[src/rtl/hydra_sram_pkg.sv]
// rtl/hydra_sram_pkg.sv - shared types and default widths for the SRAM read-side client
//
// Contents:
//   SRAM_ADDR_WIDTH / SRAM_DATA_WIDTH / SRAM_LEN_WIDTH  default widths
//   addr_t, data_t, len_t                               typedefs at those widths
//   rd_state_e                                          burst reader FSM states
package hydra_sram_pkg;

    localparam int SRAM_ADDR_WIDTH = 14;
    localparam int SRAM_DATA_WIDTH = 16;
    localparam int SRAM_LEN_WIDTH  = 8;

    typedef logic [SRAM_ADDR_WIDTH-1:0] addr_t;
    typedef logic [SRAM_DATA_WIDTH-1:0] data_t;
    typedef logic [SRAM_LEN_WIDTH-1:0]  len_t;

    typedef enum logic [1:0] {
        IDLE  = 2'd0,
        READ  = 2'd1,
        DRAIN = 2'd2
    } rd_state_e;

endpackage

[src/rtl/sram_skid_buf.sv]
// rtl/sram_skid_buf.sv - 2-entry FIFO holding SRAM read words with a per-entry last flag
//
// Ports:
//   clk, rst_n        clock, asynchronous active-low reset
//   push              write push_data/push_last (ignored when full unless popping)
//   push_data/last    word and end-of-burst flag to store
//   pop               remove head (ignored when empty)
//   head_data/last    oldest entry; stable until popped
//   full, empty       occupancy flags
module sram_skid_buf #(
    parameter int DATA_WIDTH = 16
) (
    input  logic                  clk,
    input  logic                  rst_n,
    input  logic                  push,
    input  logic [DATA_WIDTH-1:0] push_data,
    input  logic                  push_last,
    input  logic                  pop,
    output logic [DATA_WIDTH-1:0] head_data,
    output logic                  head_last,
    output logic                  full,
    output logic                  empty
);

    logic [DATA_WIDTH-1:0] data_q [2];
    logic                  last_q [2];
    logic                  wr_ptr_q;
    logic                  rd_ptr_q;
    logic [1:0]            count_q;
    logic                  push_en;
    logic                  pop_en;

    assign full      = (count_q == 2'd2);
    assign empty     = (count_q == 2'd0);
    assign pop_en    = pop & ~empty;
    // When full, a simultaneous pop frees the head slot, which is exactly the
    // slot wr_ptr points at, so the write lands in the entry being retired.
    assign push_en   = push & (~full | pop_en);
    assign head_data = data_q[rd_ptr_q];
    assign head_last = last_q[rd_ptr_q];

    always_ff @(posedge clk or negedge rst_n) begin
        if (!rst_n) begin
            for (int i = 0; i < 2; i++) begin
                data_q[i] <= '0;
                last_q[i] <= 1'b0;
            end
            wr_ptr_q <= 1'b0;
            rd_ptr_q <= 1'b0;
            count_q  <= 2'd0;
        end else begin
            if (push_en) begin
                data_q[wr_ptr_q] <= push_data;
                last_q[wr_ptr_q] <= push_last;
                wr_ptr_q         <= ~wr_ptr_q;
            end
            if (pop_en) begin
                rd_ptr_q <= ~rd_ptr_q;
            end
            case ({push_en, pop_en})
                2'b10:   count_q <= count_q + 2'd1;
                2'b01:   count_q <= count_q - 2'd1;
                default: count_q <= count_q;
            endcase
        end
    end

endmodule

[src/rtl/sram_burst_reader.sv]
// rtl/sram_burst_reader.sv - burst read client for a 1-cycle-latency SRAM read port
//
// Ports:
//   clk, rst_n                       clock, asynchronous active-low reset
//   req_valid/req_ready              burst request handshake
//   req_addr, req_len                first word address, word count (0 = empty burst)
//   sram_rd_en, sram_rd_addr         SRAM read port; data returns on sram_dout next cycle
//   sram_dout                        SRAM read data
//   out_valid/out_ready              output word handshake
//   out_data, out_last               word, final-word flag
//   done                             1-cycle pulse after the last word is taken or on an empty burst
module sram_burst_reader
    import hydra_sram_pkg::*;
#(
    parameter int ADDR_WIDTH = SRAM_ADDR_WIDTH,
    parameter int DATA_WIDTH = SRAM_DATA_WIDTH,
    parameter int DATA_DEPTH = 2 ** SRAM_ADDR_WIDTH,
    parameter int LEN_WIDTH  = SRAM_LEN_WIDTH
) (
    input  logic                  clk,
    input  logic                  rst_n,
    input  logic                  req_valid,
    output logic                  req_ready,
    input  logic [ADDR_WIDTH-1:0] req_addr,
    input  logic [LEN_WIDTH-1:0]  req_len,
    output logic                  sram_rd_en,
    output logic [ADDR_WIDTH-1:0] sram_rd_addr,
    input  logic [DATA_WIDTH-1:0] sram_dout,
    output logic                  out_valid,
    input  logic                  out_ready,
    output logic [DATA_WIDTH-1:0] out_data,
    output logic                  out_last,
    output logic                  done
);

    localparam logic [ADDR_WIDTH-1:0] ADDR_MAX = ADDR_WIDTH'(DATA_DEPTH - 1);

    rd_state_e             state_q;
    rd_state_e             state_d;
    logic [ADDR_WIDTH-1:0] addr_q;
    logic [LEN_WIDTH-1:0]  remaining_q;
    logic                  inflight_q;
    logic                  inflight_last_q;
    logic                  done_q;

    logic                  req_fire;
    logic                  rd_issue;
    logic                  pop;
    logic                  buf_full;
    logic                  buf_empty;
    logic                  head_last;
    logic [DATA_WIDTH-1:0] head_data;
    logic [1:0]            buf_count;
    logic [2:0]            credit_used;

    assign req_fire  = req_valid & req_ready;
    assign pop       = ~buf_empty & out_ready;
    assign buf_count = buf_full ? 2'd2 : (buf_empty ? 2'd0 : 2'd1);

    // Words that will occupy the buffer next cycle if nothing new is issued;
    // issuing only while this is below 2 means the in-flight word always has
    // a free slot when it lands.
    assign credit_used = {1'b0, buf_count} + {2'b00, inflight_q} - {2'b00, pop};
    assign rd_issue    = (state_q == READ) && (remaining_q != '0) && (credit_used < 3'd2);

    // State register
    always_ff @(posedge clk or negedge rst_n) begin
        if (!rst_n) begin
            state_q <= IDLE;
        end else begin
            state_q <= state_d;
        end
    end

    // Next-state logic
    always_comb begin
        state_d = state_q;
        case (state_q)
            IDLE: begin
                if (req_fire && (req_len != '0)) begin
                    state_d = READ;
                end
            end
            READ: begin
                if (rd_issue && (remaining_q == LEN_WIDTH'(1))) begin
                    state_d = DRAIN;
                end
            end
            DRAIN: begin
                if (pop && head_last) begin
                    state_d = IDLE;
                end
            end
            default: state_d = IDLE;
        endcase
    end

    // FSM outputs
    always_comb begin
        req_ready  = (state_q == IDLE);
        sram_rd_en = rd_issue;
    end

    // Address/length counters, read-latency tracking and completion pulse
    always_ff @(posedge clk or negedge rst_n) begin
        if (!rst_n) begin
            addr_q          <= '0;
            remaining_q     <= '0;
            inflight_q      <= 1'b0;
            inflight_last_q <= 1'b0;
            done_q          <= 1'b0;
        end else begin
            if (req_fire) begin
                addr_q      <= req_addr;
                remaining_q <= req_len;
            end else if (rd_issue) begin
                addr_q      <= (addr_q == ADDR_MAX) ? '0 : addr_q + 1'b1;
                remaining_q <= remaining_q - 1'b1;
            end
            inflight_q      <= rd_issue;
            inflight_last_q <= rd_issue && (remaining_q == LEN_WIDTH'(1));
            done_q          <= (req_fire && (req_len == '0)) ||
                               ((state_q == DRAIN) && pop && head_last);
        end
    end

    sram_skid_buf #(
        .DATA_WIDTH (DATA_WIDTH)
    ) u_skid_buf (
        .clk       (clk),
        .rst_n     (rst_n),
        .push      (inflight_q),
        .push_data (sram_dout),
        .push_last (inflight_last_q),
        .pop       (pop),
        .head_data (head_data),
        .head_last (head_last),
        .full      (buf_full),
        .empty     (buf_empty)
    );

    assign sram_rd_addr = addr_q;
    assign out_valid    = ~buf_empty;
    assign out_data     = head_data;
    // Entries keep their last bit after being popped, so qualify with occupancy.
    assign out_last     = ~buf_empty & head_last;
    assign done         = done_q;

endmodule

[config.mk]
export PLATFORM = sky130hd
export DESIGN_NAME = sram_burst_reader
export DESIGN_NICKNAME = d
export VERILOG_FILES = /design/src/rtl/hydra_sram_pkg.sv /design/src/rtl/sram_skid_buf.sv /design/src/rtl/sram_burst_reader.sv
export SDC_FILE = /design/constraint.sdc
export NUM_CORES = 1
export LEC_CHECK = 0
export CORE_MARGIN = 1
export CORE_UTILIZATION = 51
export DETAILED_ROUTE_END_ITERATION = 6
export PLACE_DENSITY = 0.88
export SLEW_MARGIN = 20
export SYNTH_ARGS = -nofsm -noshare
export SYNTH_HDL_FRONTEND = slang
export SYNTH_HIERARCHICAL = 1
export SYNTH_SLANG_ARGS = --single-unit
[constraint.sdc]
create_clock -name clk -period 3.3 [get_ports clk]
set_clock_uncertainty 0.15 [all_clocks]
set_input_delay 0.66 -clock clk [delete_from_list [all_inputs] [get_ports clk]]
set_output_delay 0.66 -clock clk [all_outputs]
set_load 0.03 [all_outputs]
==> flow_metrics.env, run 1 <==
export IMPL_status="finished, violations left"
export IMPL_violations="DRC"
export IMPL_worst_setup_path_end_kind="primary output"
export IMPL_ys_seq_elements=65
export IMPL_synth_xor_area_share_pct=1.27
export IMPL_yosysUniqueCellTypes=51
export IMPL_synthFlopType="dfrtp_1"
export IMPL_syn_area_um2=3450
export IMPL_post_drt_wl_per_cell_um=17.1
export IMPL_netlist_instances=299
export IMPL_drt_initial_drc_count=135
export IMPL_cap_viol_max_count=0
export IMPL_grt_pass1_wl_um=13700
export IMPL_cp_required_ns=2.49
export IMPL_yosys_area_top_type="dfrtp_1"
export IMPL_grt_pass1_vias=2838
export IMPL_peakVddDrop_mv=0.773
export IMPL_min_path_type="input pin to asynchronous set/reset pin"
export IMPL_grt_max_degree=35
export IMPL_synthMuxAreaShare_pct=18.7
export IMPL_synth_edff_count=0
export IMPL_first_pass_iters=6
export IMPL_leakagePower_uw=0.00194
export IMPL_cts_buffers=9
export IMPL_crit_arrival_ns=2.40
export IMPL_synth_top_family_by_area="multiplexers"
export IMPL_ios=77
export IMPL_met3_usage_pct=4.03
export IMPL_antenna_left=0
export IMPL_io_buffer_count=76
export IMPL_cts_tree="done"
export IMPL_cts_sinks=65
export IMPL_hold_viol=0
export IMPL_setup_violations=0
export IMPL_final_net_count=443
export IMPL_clockRootBuffer="clkbuf_8"
export IMPL_crit_type="flop to primary output"
export IMPL_dp_final_hpwl_um=5630
export IMPL_clk_path_buf_depth=2
export IMPL_use_met1_pct=31.7
export IMPL_yosys_warnings=6
export IMPL_fin_area_um2=4620
export IMPL_ys_seq_area_share_pct=47.2
export IMPL_antenna_found_initial=0
export IMPL_p_per_area_nw_per_um2=1180
export IMPL_synth_compound_area_share_pct=10.4
export IMPL_drive_gt1_share_pct=26.2
export IMPL_syn2layout_area_growth_pct=34.1
export IMPL_p_total_uw=5450
export IMPL_fin_crit_sh_pct=97.3
export IMPL_hold_buffers=0
export IMPL_synth_net_count=346
export IMPL_vias_per_cell=5.83
export IMPL_avgSynthCellArea_um2=11.5
export IMPL_die_w_um=84.2
export IMPL_crit_fanout=5
export IMPL_finalWirelength_um=8160
export IMPL_initial_core_util_pct=53.7
export IMPL_holdWs_ns=0.221
export IMPL_start_kind="flop"
export IMPL_synthTopCellsByArea="dfrtp_1, mux2_2, mux2_4, nand2_1, nand3_1"
export IMPL_fin_cells=478
export IMPL_vias=2789
export IMPL_antenna_cells_inserted=0
export IMPL_r2r_cells=15
export IMPL_worst_pin_slew_ns=0.726
export IMPL_drc=16
export IMPL_gr_total_overflow=0
export IMPL_track_usage_pct=24.6
export IMPL_die_h_um=84.2
export IMPL_period_needed_ns=3.21
export IMPL_relSlewSlack_pct=51.6
export IMPL_place_area_um2=4360
export IMPL_dp_cells=458
export IMPL_core_area_um2=6420
export IMPL_grt_use_met2_pct=41.7
export IMPL_slew_viol_final=0
export IMPL_busiest_layer="met2"
export IMPL_yosys_area_share_simple_pct=17.2
export IMPL_synthAdderAreaFrac_pct=2.03
export IMPL_max_freq_ghz=0.311
export IMPL_synth_common_cells="dfrtp_1, mux2_2, nand2_1, mux2_4, nand3_1"
export IMPL_htreeDepth=3
export IMPL_clkLatencyLatePin_ns=0.34
export IMPL_yosysMostFrequentCell="dfrtp_1"
export IMPL_rows=29
export IMPL_die_area_um2=7090
export IMPL_yosys_area_top_type_share_pct=47.2
export IMPL_clk_pin_slew_ns=0.08
export IMPL_synthArstFlopShare_pct=100
export IMPL_routabilityCongestion=0.896
-- routing by layer --
layer  up-vias  wire length (um)
li1       1311                 -
met1      1363              3520
met2       101              4070
met3        14               425
met4         0               146
met5         -                 0
-- path summary, 6_finish.rpt --
check | startpoint | end | slack, ns
setup / recovery | u_skid_buf/count_q[1] | sram_rd_en | 0.09
hold / removal | rst_n | u_skid_buf/data_q[8] | 0.22
setup reg to reg | u_skid_buf/count_q[1] | sram_rd_addr[3] | 0.28
hold reg to reg | u_skid_buf/data_q[12] | u_skid_buf/data_q[12] | 0.36
max in group asynchronous | rst_n | u_skid_buf/count_q[0] | 2.13
min in group clk | u_skid_buf/data_q[12] | u_skid_buf/data_q[12] | 0.36
-- cell type report --
type	count	area, um2
multi-input cells	215	1730
inverters	8	30.0
well taps	77	96.3
repair buffers	97	922
fillers	480	1800
flip-flops and latches	65	1630
clock inverters	7	93.8
clock buffers	9	124
-- sequential cells by signal, indices dropped and copies added, names as in the netlist --
name and flops:
u_skid_buf/count_q 2, state_q 2, u_skid_buf/wr_ptr_q 1, u_skid_buf/last_q 2, u_skid_buf/rd_ptr_q 1, done 1, u_skid_buf/data_q 32, sram_rd_addr 14
inflight_q 1, inflight_last_q 1, remaining_q 8
-- per-stage QoR --
step / setup slack [ns] / setup TNS [ns] / utilization (%)
4_1_cts: 0.0237 / 0 / 71.6
2_1_floorplan: 0.239 / 0 / -
3_5_place_dp: -0.199 / -1.10 / 67.9
3_3_place_gp: -0.105 / -0.303 / 67.9
6_report: 0.0888 / 0 / 72.0
5_1_grt: -0.0382 / -0.0382 / 72.0
-- cells in the final DEF (no fill, tap or decap), types with 3 or more instances in the layout --
master,netlist,final
a22oi_1,6,6
dfrtp_1,65,63
nor3_1,7,7
a21o_1,3,3
or3_1,3,3
nor2b_1,3,3
a21oi_1,8,8
a221o_1,7,7
nor4_1,5,5
nor3b_1,3,3
o211ai_1,4,4
mux2_2,32,32
clkdlybuf4s50_1,0,73
and2_1,3,3
nand4_1,5,5
clkbuf_8,0,9
nor2_1,13,12
ha_1,4,4
mux2_4,19,19
buf_4,0,21
inv_1,7,7
o311ai_0,3,3
and3_1,5,5
nand3_1,17,17
o21ai_0,12,12
nand2_1,23,22
-- what timing repair did --
item	in CTS	in global routing
pin swaps	2	2
setup buffers	1	3
resized for setup	5	3
setup endpoints to repair	1	1
gates cloned	0	0
-- where the power goes --
part           switching [uW]  internal, uW
sequential                325          1170
clock                     321           425
combinational            1600          1610
total                    2250          3200
-- cells by family (layout without fill, tap and decap cells) --
logic type / after synthesis / in the layout
muxes: 51 / 51
adders and majority gates: 5 / 5
xor gates and xnor gates: 5 / 5
buffers and inverters: 19 / 121
and+or+nand+nor: 102 / 102
DFF: 65 / 65
AOI/OAI and AO/OA: 52 / 52
-- critical path, stage by stage, from the launching register on --
cell	delay, ns
dfrtp_2	0.44
inv_1	0.10
nor2_1	0.07
buf_4	0.16
and2_1	0.15
fa_2	0.56
and4b_2	0.28
nand2_2	0.07
inv_2	0.06
buf_4	0.15
Note: power is estimated with default switching activity, not from simulation.
==> run 2: changes to the inputs <==
--- a/config.mk
+++ b/config.mk
@@ -5,7 +5,7 @@
 export SDC_FILE = /design/constraint.sdc
 export NUM_CORES = 1
 export LEC_CHECK = 0
-export CORE_MARGIN = 1
+export CORE_MARGIN = 2
 export CORE_UTILIZATION = 51
 export DETAILED_ROUTE_END_ITERATION = 6
 export PLACE_DENSITY = 0.88
==> run 2 against run 1 <==
  * The run now ends clean
  * Clock power is 3.5% lower
  * Cell area hardly changed
  * Count of clock-buffer cells in the layout is 1 higher
  * Critical path depth is 6 higher
  * Sequential power hardly changed
  * Final cell count is 0.21% higher
  * Critical endpoint is now sram_rd_addr[3]
  * Utilization is 0.37 points lower
  * First-iteration DRC count is 1.5% lower
==> flow_metrics.env, run 2 (same netlist as run 1, synthesis figures left out) <==
export IMPL_clkLatencyLatePin_ns=0.33
export IMPL_p_switching_uw=2250
export IMPL_dp_final_hpwl_um=5700
export IMPL_power_frac_clock_pct=13.1
export IMPL_die_area_um2=7430
export IMPL_seqPwrFrac_pct=27.0
export IMPL_setup_violations=0
export IMPL_crit_chain="dlygate4sd2_1 > nor2b_1 > and2_1 > fa_2 > xnor2_2 > buf_4 > buf_4 > buf_4 > buf_4 > nand4b_2 > buf_4 > nor3_2 > buf_4 > a21o_1 > a221o_1"
export IMPL_post_place_ws_ns=-0.147
export IMPL_cts_buffers=9
export IMPL_worst_setup_path_end_kind="flop"
export IMPL_antenna_left=0
export IMPL_cts_tree="done"
export IMPL_clockRootBuffer="clkbuf_8"
export IMPL_max_freq_ghz=0.317
export IMPL_crit_fanout=6
export IMPL_post_drt_wl_per_cell_um=17.0
export IMPL_final_setup_tns_ns=0
export IMPL_worst_pin_slew_ns=0.815
export IMPL_status="finished, final reports clean"
export IMPL_cp_required_ns=3.36
export IMPL_fin_cells=479
export IMPL_hold_viol=0
export IMPL_switching_share_pct=40.9
export IMPL_clk_pin_slew_ns=0.07
export IMPL_grt_max_degree=66
export IMPL_fillCellCount=471
export IMPL_clk_path_buf_depth=2
export IMPL_core_area_um2=6460
export IMPL_ios=77
export IMPL_crit_arrival_ns=3.21
export IMPL_r2r_slack_ns=0.18
export IMPL_syn2layout_area_growth_pct=34.2
export IMPL_pwr_share_comb_pct=60.0
export IMPL_drc=0
export IMPL_postLayoutCoreUtil_pct=71.6
export IMPL_routabilityCongestion=0.899
export IMPL_rows=29
export IMPL_final_cell_mix="clkdlybuf4s50_1, dfrtp_1, mux2_2"
export IMPL_r2r_end="sram_rd_addr[3]"
export IMPL_crit_top_cell="buf_4"
export IMPL_largest_reg_flops=32
export IMPL_crit_type="input pin to flop"
export IMPL_p_per_area_nw_per_um2=1190
export IMPL_initial_core_util_pct=53.4
export IMPL_peakVddDrop_mv=0.680
export IMPL_cp_startpoint="out_ready"
export IMPL_regMostFlops="u_skid_buf/data_q"
export IMPL_grt_pass1_wl_um=13500
export IMPL_intPower_uw=3250
export IMPL_io_buffer_count=76
export IMPL_htreeDepth=3
export IMPL_min_path_type="input pin to asynchronous set/reset pin"
export IMPL_vias_per_cell=5.80
export IMPL_leakagePower_uw=0.00195
export IMPL_vias=2779
export IMPL_drive_gt1_share_pct=26.1
export IMPL_slew_viol_final=0
export IMPL_fin_crit_sh_pct=95.6
export IMPL_relSlewSlack_pct=45.6
export IMPL_grt_pass1_vias=2885
export IMPL_first_pass_iters=4
export IMPL_cap_viol_max_count=0
export IMPL_slowest_delay_ns=0.37
export IMPL_start_kind="input pin"
export IMPL_r2r_cells=16
export IMPL_antenna_found_initial=0
export IMPL_final_common_cell="clkdlybuf4s50_1"
export IMPL_finalWirelength_um=8170
export IMPL_dp_cells=458
export IMPL_die_w_um=86.2
export IMPL_multiInputGateArea_um2=1730
export IMPL_die_h_um=86.2
export IMPL_fin_ws_ns=0.146
export IMPL_cts_sinks=65
export IMPL_drt_initial_drc_count=133
export IMPL_track_usage_pct=23.2
export IMPL_cp_endpoint="sram_rd_addr[3]"
export IMPL_regArea_um2=1630
export IMPL_rsz0062_at_grt="false"
export IMPL_cpMaxStageDelayCell="fa_2"
export IMPL_gr_total_overflow=0
export IMPL_final_net_count=444
export IMPL_r2r_start="u_skid_buf/count_q[1]"
export IMPL_period_needed_ns=3.15
export IMPL_antenna_cells_inserted=0
==> run 2: cell type report <==
type                            count  area share (%)
Clock buffer                       10            2.76
Clock inverter                      6            1.78
Inverter                            8           0.649
Multi-Input combinational cell    215            37.3
Sequential cell                    65            35.2
Tap cell                           77            2.08
Timing Repair Buffer               98            20.2
==> run 2: critical path: cells and delay by family <==
kind / cells / cell delay, ns
and+or+nand+nor: 4 / 0.50
xor gates and xnor gates: 1 / 0.14
AOI/OAI and AO/OA: 2 / 0.46
adders and majority gates: 1 / 0.37
buffers and inverters: 7 / 1.07
==> run 2: through the flow <==
stage	instance area, um2	hold WS (ns)	total power [uW]
final	4630	0.355	5500
after global placement	4360	0.332	4550
after floorplan	3450	0.214	3520
after CTS	4600	0.356	5470
after global routing	4630	0.364	5830
after detailed placement	4360	0.339	4660
==> run 2: worst min-delay path by stage <==
stage                          startpoint                    end  slack, ns  cells after the start
floorplan                           rst_n                   done       0.21                      0
global placement     u_skid_buf/data_q[9]   u_skid_buf/data_q[9]       0.33                      1
detailed placement   u_skid_buf/data_q[1]   u_skid_buf/data_q[1]       0.34                      1
CTS                 u_skid_buf/data_q[13]  u_skid_buf/data_q[13]       0.36                      1
global route        u_skid_buf/data_q[26]  u_skid_buf/data_q[26]       0.36                      1
finish                              rst_n  u_skid_buf/data_q[27]       0.36                      2
==> run 2: power groups by stage <==
stage / logic (uW) / clock network, uW / registers, uW
floorplan: 2010 / 0 / 1520
global placement: 3090 / 0 / 1460
detailed placement: 3170 / 0 / 1500
CTS: 3250 / 733 / 1490
global route: 3520 / 774 / 1540
finish: 3300 / 719 / 1480
==> run 2: what timing repair did <==
action,4_1_cts,5_1_grt
buffers inserted,3,2
hold buffers,0,0
setup endpoints to repair,1,8
cloned,0,0
resized for setup,3,6
pin swaps,2,1
==> run 2: metal layers <==
layer	global-route usage, %	vias to the layer above	share of wire (%)
li1	-	1308	-
met1	28.8	1351	42
met2	40.7	113	52
met3	4.67	7	5.5
met4	7.39	0	0.80
met5	0	-	0
